## src/rtl/mat_mac_engine.sv

```systemverilog
// mat_mac_engine -- small NxN matrix multiply engine, C = A x B.
//
// Operands are streamed in through a valid/ready load port (A then B,
// row-major, 2*N*N words). A start pulse in READY runs one MAC per clock
// over k for each result element (i,j), then stores the sum. Results are
// read back one byte at a time through a registered read port.
//
// Build option: define MATMUL_SIGNED_EN for two's-complement operands,
// a signed MAC and sign-extended read-back of the top byte. Without it,
// operands are unsigned and the top byte is zero-filled.
//
// Ports
//   clk         single clock, rising edge
//   rst         synchronous active-high reset
//   load_valid  load_data valid this cycle
//   load_data   operand word [DW]
//   load_ready  engine accepts a load word this cycle
//   start       begin multiplication (honoured in READY only)
//   busy        high in CALC and STORE
//   done        one-cycle completion pulse
//   rd_addr     result index i*N+j
//   rd_part     result byte select, 0 = LSB
//   rd_data     selected result byte, one cycle after rd_addr/rd_part
//
// state | meaning
// IDLE  | waiting for the first operand word
// LOAD  | receiving operand words
// READY | operands complete, waiting for start
// CALC  | one MAC per cycle over k
// STORE | write acc to result memory, advance j then i
// DONE  | pulse done, return to IDLE

module mat_mac_engine #(
   parameter int DW = 8,
   parameter int N  = 3,
   localparam int ACCW  = 2*DW + $clog2(N),
   localparam int PARTS = (ACCW + 7) / 8,
   localparam int AW    = $clog2(N*N),
   localparam int PW    = (PARTS > 1) ? $clog2(PARTS) : 1
) (
   input  logic          clk,
   input  logic          rst,
   input  logic          load_valid,
   input  logic [DW-1:0] load_data,
   output logic          load_ready,
   input  logic          start,
   output logic          busy,
   output logic          done,
   input  logic [AW-1:0] rd_addr,
   input  logic [PW-1:0] rd_part,
   output logic [7:0]    rd_data
);

   localparam int NN = N*N;
   localparam int OW = $clog2(2*NN);
   localparam int IW = $clog2(N);
   localparam int XW = PARTS*8;

   typedef enum logic [2:0] {
      S_IDLE, S_LOAD, S_READY, S_CALC, S_STORE, S_DONE
   } state_t;

   state_t          state;
   logic [OW-1:0]   wptr;
   logic [IW-1:0]   i, j, k;
   logic [ACCW-1:0] acc;
   logic [DW-1:0]   op_mem  [2*NN];
   logic [ACCW-1:0] res_mem [NN];

   logic            accept;
   logic [OW-1:0]   a_idx, b_idx;
   logic [AW-1:0]   r_idx;
   logic [DW-1:0]   a_word, b_word;
   logic [2*DW-1:0] prod;
   logic [ACCW-1:0] mac_term;
   logic [XW-1:0]   rd_ext;
   logic            rd_fill;
   logic            addr_ok;
   logic [7:0]      rd_byte;

   // load_ready is registered alongside the state, so it is exactly
   // "state is IDLE or LOAD".
   assign accept = load_valid && load_ready;

   always_comb begin
      a_idx  = OW'(i) * OW'(N) + OW'(k);
      b_idx  = OW'(NN) + OW'(k) * OW'(N) + OW'(j);
      r_idx  = AW'(i) * AW'(N) + AW'(j);
      a_word = op_mem[a_idx];
      b_word = op_mem[b_idx];
`ifdef MATMUL_SIGNED_EN
      // Operands widened to 2*DW first so the low 2*DW bits of the
      // product are the exact signed result.
      prod     = $signed({{DW{a_word[DW-1]}}, a_word}) *
                 $signed({{DW{b_word[DW-1]}}, b_word});
      mac_term = {{(ACCW-2*DW){prod[2*DW-1]}}, prod};
`else
      prod     = {{DW{1'b0}}, a_word} * {{DW{1'b0}}, b_word};
      mac_term = {{(ACCW-2*DW){1'b0}}, prod};
`endif
   end

   always_comb begin
      addr_ok = int'(rd_addr) < NN;
      rd_ext  = '0;
      if (addr_ok) begin
         rd_ext[ACCW-1:0] = res_mem[rd_addr];
      end
`ifdef MATMUL_SIGNED_EN
      rd_fill = rd_ext[ACCW-1];
`else
      rd_fill = 1'b0;
`endif
      for (int b = ACCW; b < XW; b++) begin
         rd_ext[b] = rd_fill;
      end
      rd_byte = '0;
      for (int p = 0; p < PARTS; p++) begin
         if (addr_ok && int'(rd_part) == p) begin
            rd_byte = rd_ext[p*8 +: 8];
         end
      end
   end

   // Operand memory carries no reset; it is fully rewritten by each load.
   always_ff @(posedge clk) begin
      if (!rst && accept) begin
         op_mem[wptr] <= load_data;
      end
   end

   always_ff @(posedge clk) begin
      if (rst) begin
         state      <= S_IDLE;
         wptr       <= '0;
         i          <= '0;
         j          <= '0;
         k          <= '0;
         acc        <= '0;
         rd_data    <= '0;
         busy       <= 1'b0;
         done       <= 1'b0;
         load_ready <= 1'b1;
         for (int e = 0; e < NN; e++) begin
            res_mem[e] <= '0;
         end
      end else begin
         done    <= 1'b0;
         rd_data <= rd_byte;
         case (state)
            S_IDLE, S_LOAD: begin
               if (accept) begin
                  if (wptr == OW'(2*NN-1)) begin
                     wptr       <= '0;
                     state      <= S_READY;
                     load_ready <= 1'b0;
                  end else begin
                     wptr  <= wptr + 1'b1;
                     state <= S_LOAD;
                  end
               end
            end
            S_READY: begin
               if (start) begin
                  acc   <= '0;
                  i     <= '0;
                  j     <= '0;
                  k     <= '0;
                  busy  <= 1'b1;
                  state <= S_CALC;
               end
            end
            S_CALC: begin
               acc <= acc + mac_term;
               if (k == IW'(N-1)) begin
                  k     <= '0;
                  state <= S_STORE;
               end else begin
                  k <= k + 1'b1;
               end
            end
            S_STORE: begin
               res_mem[r_idx] <= acc;
               acc            <= '0;
               state          <= S_CALC;
               if (j == IW'(N-1)) begin
                  j <= '0;
                  if (i == IW'(N-1)) begin
                     i     <= '0;
                     busy  <= 1'b0;
                     state <= S_DONE;
                  end else begin
                     i <= i + 1'b1;
                  end
               end else begin
                  j <= j + 1'b1;
               end
            end
            S_DONE: begin
               done       <= 1'b1;
               load_ready <= 1'b1;
               state      <= S_IDLE;
            end
            default: begin
               state      <= S_IDLE;
               busy       <= 1'b0;
               load_ready <= 1'b1;
            end
         endcase
      end
   end

endmodule

```

## config.mk

```make
export PLATFORM = sky130hd
export DESIGN_NAME = mat_mac_engine
export DESIGN_NICKNAME = d
export VERILOG_FILES = /design/src/rtl/mat_mac_engine.sv
export SDC_FILE = /design/constraint.sdc
export NUM_CORES = 1
export LEC_CHECK = 0
export CORE_MARGIN = 3
export CORE_UTILIZATION = 40
export CTS_CLUSTER_SIZE = 10
export DETAILED_ROUTE_END_ITERATION = 10
export DONT_BUFFER_PORTS = 1
export HOLD_SLACK_MARGIN = 0.05
export MAX_ROUTING_LAYER = met4
export PLACE_DENSITY = 0.56
export SETUP_SLACK_MARGIN = 0.2
export SLEW_MARGIN = 20
export SYNTH_ARGS = -nofsm -noshare
export SYNTH_HDL_FRONTEND = slang
export SYNTH_SLANG_ARGS = --single-unit
```

## constraint.sdc

```tcl
create_clock -name clk -period 13.7 [get_ports clk]
set_input_delay 4.11 -clock clk [delete_from_list [all_inputs] [get_ports clk]]
set_output_delay 4.11 -clock clk [all_outputs]
set_load 0.005 [all_outputs]
```

==> run_results.csv <==
group,metric,value,unit
synth,synth_commonest_cells,"312 x edfxtp_1, 110 x inv_1, 107 x mux4_2, 100 x nor2_1, 78 x nor3_1",
clock_network,clock_path_buffers,3,
synth,yosysTopAreaCell,"edfxtp_1",
place,hpwlAfterDp,29900,um
floorplanning,coreArea,0.0468,sq mm
routing,drt_wl_total,44500,um
sta,skew,25.4,ps
routing,final_antenna_net_count,0,
routing,dr_total_vias,11249,
sta,setup_tns,0,ps
grt,grt_pass1_wl,70500,um
layout,nets,1520,
floorplanning,start_util,0.406,
synth,yosys_warnings,0,
synth,ys_seq_area_frac,0.539,
place,io_buffers,0,
outcome,status,"finished clean",
sta,max_slew_margin,0.276,
synth,synth_cell_types,61,
critical_path,cp-start-kind,"register",
synth,ys_ff_latch,355,
routing,drt_iter0_drc,941,
clock_network,cts_resized,0,
layout,fillers,4230,
min_path,hold_class,"register to register",
critical_path,worstPathArrival,7930,ps
sta,hold_viol_final,0,
routing,top_layer,"met4",
job,maxCapViolCount,0,
sta,fmax,134,MHz
routing,first_pass_iters,5,
layout,multiInputGateArea,0.00796,sq mm
sta,tightest_slew,1080,ps
synth,synth_ff_type,"edfxtp_1",
layout,seq_area,0.0102,sq mm
sta,rsz0062_at_grt,"false",
clock_network,cts_buffers,43,
pwr,ir_drop,0.000178,V
clock_network,cts.hold.buffers_added,0,
clock_network,cts.sinks,355,
grt,grt_max_degree,52,
clock_network,insertion_delay,560,ps
floorplanning,fp.dieH,224,um
synth,netlist_top_cells_area,"edfxtp_1 49%, mux4_2 13%, fa_1 6.0%",
synth,syn_nets,1539,
sta,setup_violations,0,
synth,yosysMostFrequentCell,"edfxtp_1",
pwr,leakage,7.39,nW
grt,first_global_vias,11702,
clock_network,root_buffer,"clkbuf_16",
clock_network,clk_pin_slew_worst_paths,60,ps
clock_network,htreeDepth,2,
routing,wl_per_cell,22.0,um
routing,wl_met1,19300,um
place,routabilityCongestion,0.829,
floorplanning,die_area,0.0501,sq mm
layout,num_antenna_cells,0,
critical_path,crit_type,"register to register",
grt,groute.usage.overall,0.188,
clock_network,post_cts_buffers,0,
synth,syn_inst,1407,
routing,drc_errors,0,
layout,fin_util,0.445,
synth,synthArstFlopShare,0,
sta,fin_hold_ws,494,ps
pwr,powerDensity,199,mW/mm^2
synth,postSynthAreaPerCell,13.5,sq um
routing,viasPerCell,5.55,
routing,wl_met3,1570,um
floorplanning,rows,79,
synth,synth_top_area_frac,0.494,
sta,period_share,0.547,
critical_path,cp.required,14140,ps
critical_path,crit_path_max_fanout,32,
critical_path,end_kind,"register",
floorplanning,die_w,224,um
sta,slew_violations,0,
grt,gr-total-overflow,0,
routing,met2_wirelength,22600,um
floorplanning,ioPinCount,29,
synth,synthesis.area,0.0190,sq mm
grt,antenna_found_initial,1,
layout,drive_gt1_frac,0.159,
sta,fin_crit,7490,ps
clock_network,tritoncts,"yes",
layout,syn2layout_area_growth,9.66,%
synth,synth_edf_count,312,
## per-layer routing
layer	vias up	GRT usage
met4	0	0.0520
met1	5761	0.238
li1	5176	-
met2	237	0.319
met3	75	0.0242
met5	-	-
## through the flow
step	std cells	setup slack [ps]	area (sq um)	total power, W
6_report	2026	6210	20800	0.00415
5_1_grt	2026	5730	20800	0.00450
4_1_cts	2026	6170	20800	0.00418
3_5_place_dp	1950	6200	19500	0.00311
3_3_place_gp	1950	6290	19500	0.00310
2_1_floorplan	1407	6630	19000	0.00273
## registers in the layout (all words and copies together) (netlist names)
name / flops
rd_data: 8
op_mem: 144
res_mem: 168
state: 3
i: 2
done: 1
k: 2
wptr: 5
j: 2
busy: 1
load_ready: 1
acc: 18
## final timing paths
check	slack [ps]	cells past startpoint	startpoint	endpoint
max	6210	25	k[1]$_SDFFE_PP0P_	acc[17]$_SDFFE_PP0P_
min	490	1	acc[14]$_SDFFE_PP0P_	acc[14]$_SDFFE_PP0P_
max reg2reg	6210	25	k[1]$_SDFFE_PP0P_	acc[17]$_SDFFE_PP0P_
min reg2reg	490	1	acc[14]$_SDFFE_PP0P_	acc[14]$_SDFFE_PP0P_
## cell type report
cell class                 instances  share of cell area
clock inverter                     5             0.00204
clock buffer                      71              0.0592
timing repair buffer              18             0.00649
inverter                         120              0.0216
multi-input combinational        850               0.382
sequential                       355               0.492
tap                              607              0.0365
## layout by cell type, fill, tap and decap left out, types with 4 or more instances in the layout
cell	n
inv_2	10
clkbuf_16	44
nand2b_1	25
mux2_2	7
dfxtp_1	43
a21o_1	10
clkbuf_1	24
o21a_1	7
ha_1	55
nor4_1	30
a211oi_1	7
a221oi_1	6
inv_1	110
xnor2_1	6
o21ai_2	9
nor3_1	78
or2_2	12
and2_1	75
o21ai_1	8
mux4_2	107
or3_1	4
and3_1	4
nand2_1	56
edfxtp_1	312
a22o_1	7
xor2_1	6
a22oi_1	12
nor2b_1	13
buf_4	18
nand3_1	6
mux2i_1	22
or2_1	11
o21ai_0	23
nor2_1	100
fa_1	57
a21oi_1	46
## cells by family (layout without fill, tap and decap cells)
group,Yosys count,after routing,synth area share
buf+inv,202,214,0.0428
mux,136,136,0.143
flops,355,355,0.539
xor+xnor,12,12,0.00554
simple gates,425,425,0.115
fa+ha+maj,114,114,0.0977
compound gates,163,163,0.0573
## worst max-delay path, cell delays in order, from the launching register on
cell and delay [ps]:
dfxtp_1 470, fa_1 490, inv_1 80, fa_1 160, inv_1 60, fa_1 510
buf_4 420, mux4_2 560, mux4_2 510, o21ai_2 310, or2_1 170, fa_1 420
fa_1 490, inv_1 50, fa_1 470, inv_1 50, fa_1 470, inv_1 40
ha_1 320, o21a_1 140, o31ai_1 80, a21oi_1 320, a21oi_1 130, xor2_1 170
and3_1 180, o31a_1 270
## power breakdown
group	switching [W]	internal (W)	leakage, nW
clock network	0.000432	0.000612	0.614
logic	0.00108	0.000764	3.40
registers	0.0000430	0.00122	3.38
total	0.00155	0.00259	7.39
No activity file was read; power rests on OpenSTA's default activity.
